--- config.mk ---
export PLATFORM = sky130hd
export DESIGN_NAME = shared_mem_copy_master
export DESIGN_NICKNAME = d
export VERILOG_FILES = /design/src/rtl/shared_mem_copy_master.sv
export SDC_FILE = /design/constraint.sdc
export NUM_CORES = 1
export LEC_CHECK = 0
export BUFFER_PORTS_ARGS = -buffer_cell sky130_fd_sc_hd__buf_2
export CAP_MARGIN = 10
export CORE_ASPECT_RATIO = 0.7
export CORE_UTILIZATION = 60
export CTS_CLUSTER_SIZE = 28
export DETAILED_ROUTE_END_ITERATION = 16
export PLACE_DENSITY = 0.85
export SLEW_MARGIN = 20
export SYNTH_ARGS = -nofsm -noshare
export SYNTH_HDL_FRONTEND = slang
export SYNTH_SLANG_ARGS = --single-unit
--- constraint.sdc ---
create_clock -name clk -period 8.4 [get_ports clk]
set_clock_uncertainty 0.15 [all_clocks]
set_input_delay 0.42 -clock clk [delete_from_list [all_inputs] [get_ports clk]]
set_output_delay 0.42 -clock clk [all_outputs]
set_load 0.02 [all_outputs]
--- src/rtl/shared_mem_copy_master.sv ---
// Avalon-MM master that block-copies or block-fills words inside the shared on-chip memory.
// Copies run read/latency/write per word; fills issue one write per cycle.
module shared_mem_copy_master #(
    parameter int ADDR_W = 16,
    parameter int DATA_W = 32
) (
    input  logic                clk,
    input  logic                reset,
    input  logic                start,
    input  logic                mode_fill,
    input  logic [ADDR_W-1:0]   src_addr,
    input  logic [ADDR_W-1:0]   dst_addr,
    input  logic [ADDR_W-1:0]   length,
    input  logic [DATA_W-1:0]   fill_pattern,
    input  logic                abort,
    output logic                busy,
    output logic                done,
    output logic                aborted,
    output logic [ADDR_W-1:0]   words_done,
    output logic [ADDR_W-1:0]   address,
    output logic [DATA_W/8-1:0] byteenable,
    output logic                chipselect,
    output logic                write,
    output logic [DATA_W-1:0]   writedata,
    input  logic [DATA_W-1:0]   readdata
);
    localparam logic [ADDR_W-1:0] ONE = ADDR_W'(1);

    typedef enum logic [2:0] {IDLE, RD, LAT, WR, FILL, FIN} state_t;

    state_t              state_q;
    logic [ADDR_W-1:0]   src_q;
    logic [ADDR_W-1:0]   dst_q;
    logic [ADDR_W-1:0]   len_q;
    logic [ADDR_W-1:0]   off_q;
    logic                desc_q;
    logic                busy_q;
    logic                done_q;
    logic                aborted_q;
    logic [ADDR_W-1:0]   words_done_q;
    logic [ADDR_W-1:0]   address_q;
    logic [DATA_W/8-1:0] be_q;
    logic                cs_q;
    logic                write_q;
    logic [DATA_W-1:0]   wdata_q;

    logic [ADDR_W-1:0]   off_init_d;
    logic [ADDR_W-1:0]   off_step_d;
    logic [ADDR_W-1:0]   words_done_d;
    logic                last_d;

    // Descending order when the destination lies above the source keeps overlapping copies intact.
    assign off_init_d   = (dst_addr > src_addr) ? (length - ONE) : '0;
    assign off_step_d   = desc_q ? (off_q - ONE) : (off_q + ONE);
    assign words_done_d = words_done_q + ONE;
    assign last_d       = (words_done_d == len_q);

    always_ff @(posedge clk) begin
        if (reset) begin
            state_q      <= IDLE;
            src_q        <= '0;
            dst_q        <= '0;
            len_q        <= '0;
            off_q        <= '0;
            desc_q       <= 1'b0;
            busy_q       <= 1'b0;
            done_q       <= 1'b0;
            aborted_q    <= 1'b0;
            words_done_q <= '0;
            address_q    <= '0;
            be_q         <= '0;
            cs_q         <= 1'b0;
            write_q      <= 1'b0;
            wdata_q      <= '0;
        end else begin
            done_q <= 1'b0;
            case (state_q)
                IDLE: begin
                    if (start) begin
                        src_q        <= src_addr;
                        dst_q        <= dst_addr;
                        len_q        <= length;
                        words_done_q <= '0;
                        aborted_q    <= 1'b0;
                        busy_q       <= 1'b1;
                        if (length == '0) begin
                            state_q <= FIN;
                        end else if (mode_fill) begin
                            state_q   <= FILL;
                            desc_q    <= 1'b0;
                            off_q     <= '0;
                            address_q <= dst_addr;
                            cs_q      <= 1'b1;
                            write_q   <= 1'b1;
                            be_q      <= '1;
                            wdata_q   <= fill_pattern;
                        end else begin
                            state_q   <= RD;
                            desc_q    <= (dst_addr > src_addr);
                            off_q     <= off_init_d;
                            address_q <= src_addr + off_init_d;
                            cs_q      <= 1'b1;
                            write_q   <= 1'b0;
                            be_q      <= '1;
                        end
                    end
                end
                RD: begin
                    cs_q      <= 1'b0;
                    be_q      <= '0;
                    address_q <= '0;
                    aborted_q <= abort;
                    state_q   <= abort ? FIN : LAT;
                end
                LAT: begin
                    if (abort) begin
                        aborted_q <= 1'b1;
                        state_q   <= FIN;
                    end else begin
                        state_q   <= WR;
                        address_q <= dst_q + off_q;
                        cs_q      <= 1'b1;
                        write_q   <= 1'b1;
                        be_q      <= '1;
                        wdata_q   <= readdata;
                    end
                end
                WR: begin
                    // The write presented this cycle always lands, even when aborting.
                    words_done_q <= words_done_d;
                    write_q      <= 1'b0;
                    wdata_q      <= '0;
                    if (abort || last_d) begin
                        aborted_q <= abort;
                        state_q   <= FIN;
                        cs_q      <= 1'b0;
                        be_q      <= '0;
                        address_q <= '0;
                    end else begin
                        state_q   <= RD;
                        off_q     <= off_step_d;
                        address_q <= src_q + off_step_d;
                    end
                end
                FILL: begin
                    words_done_q <= words_done_d;
                    if (abort || last_d) begin
                        aborted_q <= abort;
                        state_q   <= FIN;
                        cs_q      <= 1'b0;
                        write_q   <= 1'b0;
                        be_q      <= '0;
                        address_q <= '0;
                        wdata_q   <= '0;
                    end else begin
                        off_q     <= off_step_d;
                        address_q <= dst_q + off_step_d;
                    end
                end
                FIN: begin
                    done_q  <= 1'b1;
                    busy_q  <= 1'b0;
                    state_q <= IDLE;
                end
                default: state_q <= IDLE;
            endcase
        end
    end

    assign busy       = busy_q;
    assign done       = done_q;
    assign aborted    = aborted_q;
    assign words_done = words_done_q;
    assign address    = address_q;
    assign byteenable = be_q;
    assign chipselect = cs_q;
    assign write      = write_q;
    assign writedata  = wdata_q;
endmodule
==> results.cfg, run 1 <==
[hold_path]
hp-class = primary input to flip-flop
hold_start = dst_addr[3]
min_to = dst_q[3]$_SDFFE_PP0P_
min_path_cells = 3

[place]
hpwl_mm = 25.2
gp_congestion = 0.951
place_area_um2 = 11800
portBuffers = 189

[route]
totalWireLength_mm = 33.9
drtIter0Drc = 1328
ant_nets = 0
via_per_inst = 6.35
firstDrtPassIters = 6
route.detailed.drc = 0
vias = 11200
wl_per_cell_um = 19.3

[yosys]
syn-num-nets = 1583
syn_area_um2 = 10700
ys_ff_latch = 137
synth_flop_cell = dfxtp_1
synth.yosys.seq_area_share = 0.256
synthArstFlopShare = 0
netlist-cell-type-count = 81
yosysWarnings = 0
synth-edff-count = 0
syn_avg_cell_area_um2 = 7.86
syn_inst = 1365

[die]
dieArea_um2 = 18400
rows = 40
start_util = 0.620
io_pins = 190
die_h_um = 114
die_x_um = 162
core_um2 = 17300

[pwr]
power_leakage_nw = 5.45
p_total_mw = 3.05
p_per_area_nw_per_um2 = 247
ir_drop_mv = 0.138

[run]
cap_violations = 0

[worst_setup_path]
rrSetupSlack_ns = 3.11
cp-end-kind = flip-flop
worstPathRequired_ns = 8.56
crit_path_max_fanout = 11
r2r-end = address[14]$_SDFFE_PP0P_
critPathKind = primary input to flip-flop
r2r_start = desc_q$_SDFFE_PP0P_
worstSetupStartpointType = primary input
cp.arrival_ns = 5.98
r2r_cells = 17

[timing]
fmax_mhz = 172
finalCriticalPeriod_ns = 5.81
fin_crit_sh = 0.692
hold_ws_ns = 0.103
tns_ns = 0
slew_violations = 0
relSlewSlack = 0.242
worstMarginPinSlew_ns = 1.13
rsz0062_at_grt = no
finalSetupViolations = 0
hold_viol = 0

[clocking]
root_buffer = clkbuf_16
post_cts_resize_count = 0
htreeDepth = 4
cts_tree = done
cts_inserted_buffers = 17
cts.sinks = 137
cts.reportedPaths.clkPinSlew_ns = 0.06
clock_latency_ns = 0.43
ctsHoldBuffers = 0
postCtsSetupBuffers = 0
cts.path.max_buffers = 2

[global_route]
grt_max_degree = 89
grt_antenna_before_repair = 1
grt_pass1_wl_mm = 52.2
grt_pass1_vias = 9808
grt_usage = 0.363
gr-total-overflow = 0

[status]
status = completed

[final_layout]
final_area_um2 = 12300
drive_gt1_frac = 0.193
area_growth_pct = 15.1
layout_common_cells = 188 x buf_2, 169 x nand2_1, 143 x nor2_1
layout.nets = 1729
postLayoutCoreUtil = 0.713
layout_commonest_cell = buf_2
num-fill-cells = 1411
==> power by group <==
part	switching [mW]	total, mW	internal (mW)
Combinational	0.892	1.43	0.539
Clock	0.339	0.759	0.420
Sequential	0.0937	0.858	0.765
Total	1.32	3.05	1.72
==> cells by family after synthesis <==
| group | share of synthesized area |
|---|---|
| compound gates | 0.289 |
| xor+xnor | 0.0839 |
| fa+ha+maj | 0.121 |
| buf+inv | 0.0489 |
| flops | 0.256 |
| mux | 0.00467 |
| simple gates | 0.197 |
==> per-layer routing <==
layer  track usage  part of all wire  vias to the layer above
met5             0                 0                        -
met4        0.0969             0.019                        0
met3        0.0982              0.12                       62
met2         0.541              0.42                      615
met1         0.514              0.44                     5185
li1              -                 -                     5289
==> synth_stat cells (6+ instances only) <==
library cell / instances / share of area
xor2_1: 31 / 0.025
nor2b_1: 11 / 0.0064
a21o_1: 20 / 0.014
a211oi_2: 29 / 0.034
xnor2_1: 64 / 0.052
nor2_1: 144 / 0.050
a31oi_1: 14 / 0.0082
a22oi_1: 49 / 0.034
nor4_1: 11 / 0.0064
ha_1: 96 / 0.11
nand3_1: 19 / 0.0089
a221oi_1: 14 / 0.011
o21ai_0: 66 / 0.031
o21a_1: 6 / 0.0042
or2_2: 6 / 0.0035
dfxtp_1: 137 / 0.26
inv_1: 48 / 0.017
nand2b_1: 11 / 0.0064
o31a_1: 7 / 0.0057
nand2_1: 169 / 0.059
buf_4: 8 / 0.0056
nor3_1: 33 / 0.015
and4_1: 6 / 0.0049
o31ai_1: 6 / 0.0042
o211ai_1: 7 / 0.0049
nand4_1: 11 / 0.0064
clkbuf_1: 50 / 0.017
a211oi_1: 31 / 0.022
o2111ai_1: 6 / 0.0049
buf_2: 13 / 0.0061
a21oi_1: 132 / 0.062
a2111oi_0: 6 / 0.0049
==> cell type report <==
| class | instances | area, um^2 | share of cell area |
|---|---|---|---|
| diodes | 1 | 2.50 | 0.000203 |
| multi-input cells | 1103 | 7490 | 0.607 |
| flip-flops and latches | 137 | 2740 | 0.222 |
| clock buffers | 17 | 425 | 0.0345 |
| clock inverters | 15 | 159 | 0.0129 |
| inverters | 49 | 184 | 0.0149 |
| well taps | 231 | 289 | 0.0234 |
| repair buffers | 203 | 1050 | 0.0854 |
==> worst max path at each step <==
| stage | slack (ns) | end | from | cells past startpoint |
|---|---|---|---|---|
| after floorplan | 3.67 | address[15]$_SDFFE_PP0P_ | src_addr[14] | 17 |
| after global placement | 2.60 | address[15]$_SDFFE_PP0P_ | src_addr[15] | 18 |
| after detailed placement | 2.56 | address[15]$_SDFFE_PP0P_ | src_addr[15] | 17 |
| after CTS | 2.96 | address[15]$_SDFFE_PP0P_ | src_addr[15] | 17 |
| after global routing | 2.44 | address[15]$_SDFFE_PP0P_ | src_addr[15] | 17 |
| final | 2.59 | address[15]$_SDFFE_PP0P_ | src_addr[15] | 17 |
==> flip-flops by register name, indices dropped and copies added, names as in the netlist <==
register and flops:
writedata 32, address 16, dst_q 16, len_q 16
off_q 16, src_q 16, words_done 16, state_q 3
aborted 1, busy 1, byteenable 1, desc_q 1
done 1, write 1
==> critical path, stage by stage <==
cell	delay, ns
buf_2	0.11
inv_1	0.05
ha_1	0.34
nand4_1	0.23
or4_1	0.61
o21ai_1	0.71
nor2_1	0.19
ha_1	0.34
a211oi_1	0.35
o21ai_1	0.17
a2111oi_0	0.90
o41a_1	0.41
o21ai_1	0.15
a31oi_1	0.24
xnor3_1	0.33
a221oi_1	0.30
a31oi_1	0.11
==> through the flow <==
stage / instances / setup WS [ns]
after floorplan: 1365 / 3.67
after global placement: 1723 / 2.60
after detailed placement: 1723 / 2.56
after CTS: 1755 / 2.96
after global routing: 1755 / 2.44
final: 1756 / 2.59
Power figures use the tool's default switching activity.
==> run 2, diff against run 1 <==
Settings changed: CORE_UTILIZATION 60 to 52, PLACE_DENSITY 0.85 to 0.78.
Clock period 8.4 ns to 5.1 ns, I/O delays scaled along.
==> run 2 against run 1 <==
Effect of this change:
- die area rose by 15%
- sequential power is 66% higher
- register-to-register slack got worse by 2.7 ns
- worst setup slack worse by 2.4 ns
- first-iteration DRC count is 13% lower
- core utilization is 6.6 points lower
- count of clock-buffer cells in the layout unchanged
==> results.cfg, run 2 (same netlist as run 1, synthesis figures left out) <==
[status]
status = completed

[run]
cap_violations = 0

[final_layout]
layout_common_cells = 188 x buf_2, 169 x nand2_1, 143 x nor2_1
largest_reg_flops = 32
layout.nets = 1785
final_area_um2 = 12900
area_growth_pct = 20.7
layout_commonest_cell = buf_2
drive_gt1_frac = 0.194

[timing]
finalSetupViolations = 0
tns_ns = 0
worstMarginPinSlew_ns = 1.12
relSlewSlack = 0.250
slew_violations = 0
finalCriticalPeriod_ns = 4.90
fin_crit_sh = 0.961
hold_viol = 0
fin_ws_ns = 0.197
hold_ws_ns = 0.0129
fmax_mhz = 204

[die]
rows = 43
start_util = 0.536
io_pins = 190
core_um2 = 20000
dieArea_um2 = 21200
die_h_um = 122
die_x_um = 174

[route]
wl_per_cell_um = 19.3
totalWireLength_mm = 35.7
route.detailed.drc = 0
ant_nets = 0
firstDrtPassIters = 5
drtIter0Drc = 1150
vias = 11500
via_per_inst = 6.19

[global_route]
grt_pass1_vias = 10100
grt_pass1_wl_mm = 55.3
grt_max_degree = 77
grt_antenna_before_repair = 2
gr-total-overflow = 0
grt_usage = 0.335

[hold_path]
hp-class = primary input to flip-flop

[worst_setup_path]
critPathKind = primary input to flip-flop
cp-end-kind = flip-flop
cp.arrival_ns = 5.06
crit_path_max_fanout = 14
worstPathRequired_ns = 5.25
worstSetupStartpointType = primary input

[clocking]
postCtsSetupBuffers = 0
cts_inserted_buffers = 17
cts.reportedPaths.clkPinSlew_ns = 0.06
cts.sinks = 137
htreeDepth = 4
cts.path.max_buffers = 2
root_buffer = clkbuf_16
clock_latency_ns = 0.43
cts_tree = done

[pwr]
p_per_area_nw_per_um2 = 394
power_leakage_nw = 5.69
ir_drop_mv = 0.256

[place]
portBuffers = 189
gp_congestion = 0.967
place_area_um2 = 11900
place_ws_ns = -0.0883
hpwl_mm = 26.6
## run 2: report_power, final
| part | switching (mW) | total (mW) | internal [mW] |
|---|---|---|---|
| registers | 0.156 | 1.42 | 1.26 |
| clock network | 0.559 | 1.25 | 0.691 |
| logic | 1.50 | 2.43 | 0.928 |
## run 2: critical path: stages
cell and delay (ns):
dlygate4sd3_1 0.53, buf_2 0.15, inv_1 0.05, ha_1 0.32
a21oi_1 0.29, a21oi_1 0.14, a2111o_1 0.43, o21ai_2 0.14
buf_4 0.26, nor2_1 0.09, ha_1 0.33, o21a_1 0.24
a2111oi_2 0.38, o41a_1 0.30, o21ai_1 0.13, a31oi_1 0.24
xnor3_1 0.33, a221oi_1 0.32, a31oi_1 0.12
## run 2: worst paths after layout
kind,from,to,slack (ns),cells after the start
worst min register to register,address[1]$_SDFFE_PP0P_,address[1]$_SDFFE_PP0P_,0.31,2
worst min-delay path,src_addr[14],src_q[14]$_SDFFE_PP0P_,0.01,3
worst max-delay path,src_addr[3],address[15]$_SDFFE_PP0P_,0.20,19
worst max register to register,off_q[0]$_SDFFE_PP0P_,address[14]$_SDFFE_PP0P_,0.38,18
## run 2: repair_timing
| action | 4_1_cts | 5_1_grt |
|---|---|---|
| endpoints found under the hold margin | 46 | 0 |
| hold buffers | 46 | 0 |
| setup endpoints to repair | 0 | 4 |
| gates resized for setup | 0 | 3 |
## run 2: final cells by class
class / instances / area (um^2)
well taps: 270 / 338
inverters: 49 / 184
flip-flops and latches: 137 / 2740
multi-input cells: 1103 / 7510
repair buffers: 259 / 1590
diodes: 1 / 2.50
fillers: 1782 / 7070
clock inverters: 15 / 158
clock buffers: 17 / 425
## run 2: layer usage
| metal | GRT usage | up-vias | wire, um |
|---|---|---|---|
| met5 | 0 | - | 8 |
| met4 | 0.105 | 2 | 775 |
| met3 | 0.0755 | 77 | 3910 |
| met2 | 0.497 | 624 | 15000 |
| met1 | 0.480 | 5364 | 16000 |
| li1 | - | 5396 | - |
## run 2: metrics by stage
| stage | total power [mW] | cells | util |
|---|---|---|---|
| floorplan | 3.11 | 1365 | - |
| global placement | 3.71 | 1772 | 0.594 |
| detailed placement | 3.76 | 1772 | 0.594 |
| CTS | 5.05 | 1850 | 0.646 |
| global route | 5.38 | 1851 | 0.647 |
| finish | 5.10 | 1851 | 0.647 |
